--- src/rtl/top_counter_pkg.sv ---
// rtl/top_counter_pkg.sv - shared constants and helpers for the counter board test
//
// Purpose: default parameter values for top_counter and the prescaler width helper.
// Contents:
//   COUNTER_WIDTH_DEF    default counter/led width
//   COUNTER_INIT_DEF     default power-up/reset count
//   COUNTER_PRESCALE_DEF default clock cycles per count step
//   prescale_width()     bits needed for a 0..PRESCALE-1 counter, at least 1
package top_counter_pkg;

  localparam int COUNTER_WIDTH_DEF    = 4;
  localparam int COUNTER_INIT_DEF     = 0;
  localparam int COUNTER_PRESCALE_DEF = 1;

  // clog2(p) with a floor of 1 so a PRESCALE of 1 or 2 still yields a legal vector.
  function automatic int prescale_width(input int p);
    return (p <= 2) ? 1 : $clog2(p);
  endfunction

endpackage

--- src/rtl/top_counter_tick.sv ---
// rtl/top_counter_tick.sv - prescaler producing one count step every PRESCALE clocks
//
// Purpose: divides clk into a one-cycle step strobe.
// Ports:
//   clk   input   system clock
//   rst   input   asynchronous active-high reset, clears the prescaler to 0
//   tick  output  high for one cycle every PRESCALE cycles; constant 1 when PRESCALE=1
module top_counter_tick
  import top_counter_pkg::*;
#(
  parameter int PRESCALE = COUNTER_PRESCALE_DEF
) (
  input  logic clk,
  input  logic rst,
  output logic tick
);

  generate
    if (PRESCALE <= 1) begin : g_no_prescale
      // Every edge is a step; no state needed.
      logic unused_ok;
      assign unused_ok = clk | rst;
      assign tick      = 1'b1;
    end else begin : g_prescale
      localparam int             PW   = prescale_width(PRESCALE);
      localparam logic [PW-1:0]  LAST = PW'(PRESCALE - 1);
      localparam logic [PW-1:0]  ONE  = PW'(1);

      // Power-up value lets the board run with rst tied low.
      logic [PW-1:0] pre_q = '0;
      logic [PW-1:0] pre_d;

      assign tick = (pre_q == LAST);

      always_comb begin
        pre_d = tick ? '0 : pre_q + ONE;
      end

      always_ff @(posedge clk or posedge rst) begin
        if (rst) begin
          pre_q <= '0;
        end else begin
          pre_q <= pre_d;
        end
      end
    end
  endgenerate

endmodule

--- src/rtl/top_counter.sv ---
// rtl/top_counter.sv - free-running LED counter, top of the counter board test
//
// Purpose: binary counter stepping every PRESCALE clocks, count shown directly on led.
// Ports:
//   clk  input   system clock
//   rst  input   asynchronous active-high reset, forces count to INIT
//   dir  input   0 = count up, 1 = count down (only with TOP_COUNTER_DIR_EN)
//   led  output  count register, no output logic
// Optional feature macro: TOP_COUNTER_DIR_EN
module top_counter
  import top_counter_pkg::*;
#(
  parameter int WIDTH    = COUNTER_WIDTH_DEF,
  parameter int INIT     = COUNTER_INIT_DEF,
  parameter int PRESCALE = COUNTER_PRESCALE_DEF
) (
  input  logic             clk,
  input  logic             rst,
`ifdef TOP_COUNTER_DIR_EN
  input  logic             dir,
`endif
  output logic [WIDTH-1:0] led
);

  localparam logic [WIDTH-1:0] INIT_V = WIDTH'(INIT);
  localparam logic [WIDTH-1:0] ONE    = WIDTH'(1);

  logic             tick;
  // Power-up value lets the board run with rst tied low.
  logic [WIDTH-1:0] count_q = INIT_V;
  logic [WIDTH-1:0] count_d;

  top_counter_tick #(
    .PRESCALE (PRESCALE)
  ) u_tick (
    .clk  (clk),
    .rst  (rst),
    .tick (tick)
  );

  // Wrap in either direction is plain modulo arithmetic.
  always_comb begin
    count_d = count_q;
    if (tick) begin
`ifdef TOP_COUNTER_DIR_EN
      count_d = dir ? (count_q - ONE) : (count_q + ONE);
`else
      count_d = count_q + ONE;
`endif
    end
  end

  always_ff @(posedge clk or posedge rst) begin
    if (rst) begin
      count_q <= INIT_V;
    end else begin
      count_q <= count_d;
    end
  end

  assign led = count_q;

endmodule

--- config.mk ---
export PLATFORM = sky130hd
export DESIGN_NAME = top_counter
export DESIGN_NICKNAME = d
export VERILOG_FILES = /design/src/rtl/top_counter_pkg.sv /design/src/rtl/top_counter_tick.sv /design/src/rtl/top_counter.sv
export SDC_FILE = /design/constraint.sdc
export NUM_CORES = 1
export LEC_CHECK = 0
export CAP_MARGIN = 10
export CORE_AREA = 8 8 45 47
export DETAILED_ROUTE_END_ITERATION = 8
export DIE_AREA = 0 0 53 55
export PLACE_DENSITY_LB_ADDON = 0.3
export SYNTH_ARGS = -nofsm -noshare
export SYNTH_HDL_FRONTEND = slang
export SYNTH_SLANG_ARGS = --single-unit
--- constraint.sdc ---
create_clock -name clk -period 1.3 [get_ports clk]
set_clock_uncertainty 0.15 [all_clocks]
set_input_delay 0.26 -clock clk [delete_from_list [all_inputs] [get_ports clk]]
set_output_delay 0.26 -clock clk [all_outputs]
set_load 0.05 [all_outputs]
==> metrics.txt <==
Area Growth Syn to Fin=96.5%; VDD IR max=roughly 0.0002 V; Final Max Tran Viols=0; sequential share of the synthesized area=0.702; antenna cells=0; RSZ-0062 raised after global routing=false; Synth Area in Compound Gates=0; drt total wl=between 300 and 400 µm; Initial Util=0.103; final setup fails=0; mapped cell area=between 100 and 150 µm²; Worst R2R Setup Slack=between 200 and 250 ps; largest net degree at the start of global routing=5; crit path cell chain=buf_12; setup ws final=around 56 ps; period utilization=0.957; max_cap viols=0; Setup CP Type=register to primary output; Worst Max-Slew Pin Slew=about 180 ps; IO Count=6; gpl congestion=between 0.5 and 0.6; Pwr per Cell Area=~1100 nW/µm²; CP endpoint kind=primary output; Synth Area in XOR/XNOR=0.123; Avg Inst Size Synth=~14 µm²; syn nets=13; ANT nets after route=0; global-route wire length before repair=503 µm; fin crit period=~1200 ps; Synth Warn #=0; Post-Synth Adder-Cell Area=0.0877; fmax=about 0.80 GHz; overall global routing resource usage=0.0301; Post-CTS Setup Bufs=0; Yosys reg bits=4; vias in the first global route=between 100 and 150; largest family of logic cells by synthesized area=XOR/XNOR gates; CP peak stage delay=around 420 ps; Synth Instances=10; via count=a little under 100; post-synthesis simple-gate area fraction=0.0351; post-cts sizing count=0; leakage=around 0.14 nW; Layout Nets=23; Starting DRT DRC Count=0; via/cell ratio=2.83; Row Count=14; Worst Hold Class=input pin to asynchronous set/reset pin; commonest non-fill, non-tap cells in the layout=buf_12 (4), clkbuf_4 (3), dfrtp_1 (3); First-pass DRT Iterations=1; Clock Latency Late Sink=240 ps; core area=between 1000 and 1500 µm²; Critical Path Start Type=register; critical path's slowest cell=dfrtp_1; Hold Slack=~56 ps; Buf/Inv on CP=1; outcome=finished clean; Clk Tree Root Cell=clkbuf_4; power after layout=299 µW; crit path DAT=~830 ps; worst-path fanout max=3; wire per inst=around 9 µm; H-tree depth=1; clk slew on worst S/H paths=roughly 40 ps; commonest non-fill, non-tap cell in the layout=buf_12; port bufs=5; drt drc=0; CP required=slightly below 900 ps; layout cells sized above 1=0.421; maximum clock insertion buffer count=2; max reg flops=4; pre-CTS WS=about 230 ps; die area=a little under 3000 µm²; FILL cells=around 150; Setup TNS=0 ps; multiplexer share of the synthesized area=0; number of library cell types mapped by synthesis=6; Die Wd=53 µm; Die Span Y=55 µm; Hold Vio Cnt, Final=0; Crit path max-delay family=flip-flops; clock tree from TritonCTS=built; cts bufs inserted=3; total grt overflow=0; worst rel slew slack=0.880; initial antenna violation count=0; Post-CTS Hold Fix Bufs=0; clock tree sinks=4
## per-stage QoR
stage / utilization / cell area, µm² / std cells
5_1_grt: 0.203 / 280 / 35
4_1_cts: 0.203 / 280 / 35
3_3_place_gp: 0.184 / 254 / 31
6_report: 0.203 / 280 / 35
3_5_place_dp: 0.184 / 254 / 31
2_1_floorplan: - / 144 / 10
## layer usage
metal	up-vias	track usage	wire, µm
li1	47	-	-
met1	46	0.0275	108
met2	6	0.0215	130
met3	0	0.0294	68
met4	0	0.0647	0
met5	-	0	0
## path summary, 6_finish.rpt
path | startpoint | to | cells past startpoint
min | rst | led[2] | 2
max in group asynchronous | rst | led[0] | 2
max | led[2] | led[2] | 1
min reg2reg | led[0] | led[0] | 1
max reg2reg | led[0] | led[2] | 2
min in group clk | led[0] | led[0] | 1
## Yosys cell counts (all sizes together)
library cell | n | area [µm²]
xor2 | 1 | 8.76
ha | 1 | 12.5
inv | 2 | 7.51
nand3 | 1 | 5.00
xnor2 | 1 | 8.76
dfrtp | 4 | 100
## worst register-to-register path: stages (launching register included)
cell,delay [ps]
dfrtp_2,430
ha_1,220
xor2_1,160
## power breakdown
| group | switching [mW] | leakage [nW] | total, mW | internal [mW] |
|---|---|---|---|---|
| Sequential | 0 | 0.0515 | 0.125 | 0.125 |
| Clock | 0.0532 | 0.0150 | 0.169 | 0.115 |
| Combinational | 0.00254 | 0.0734 | 0.00535 | 0.00281 |
| Total | 0.0558 | 0.140 | 0.299 | 0.243 |
## logic make-up after synthesis
family,count (synthesis)
buffers and inverters,2
AND/OR/NAND/NOR,1
XOR/XNOR,2
adder cells (fa/ha/maj),1
flip-flops,4
## final cells by class
class / count / area (µm²) / area share
Sequential cell: 4 / 101 / 0.362
Timing Repair Buffer: 5 / 90.1 / 0.321
Multi-Input combinational cell: 4 / 35.0 / 0.125
Clock buffer: 4 / 26.3 / 0.0937
Tap cell: 16 / 20.0 / 0.0714
Inverter: 2 / 7.51 / 0.0268
Note: power is estimated with default switching activity, not from simulation.
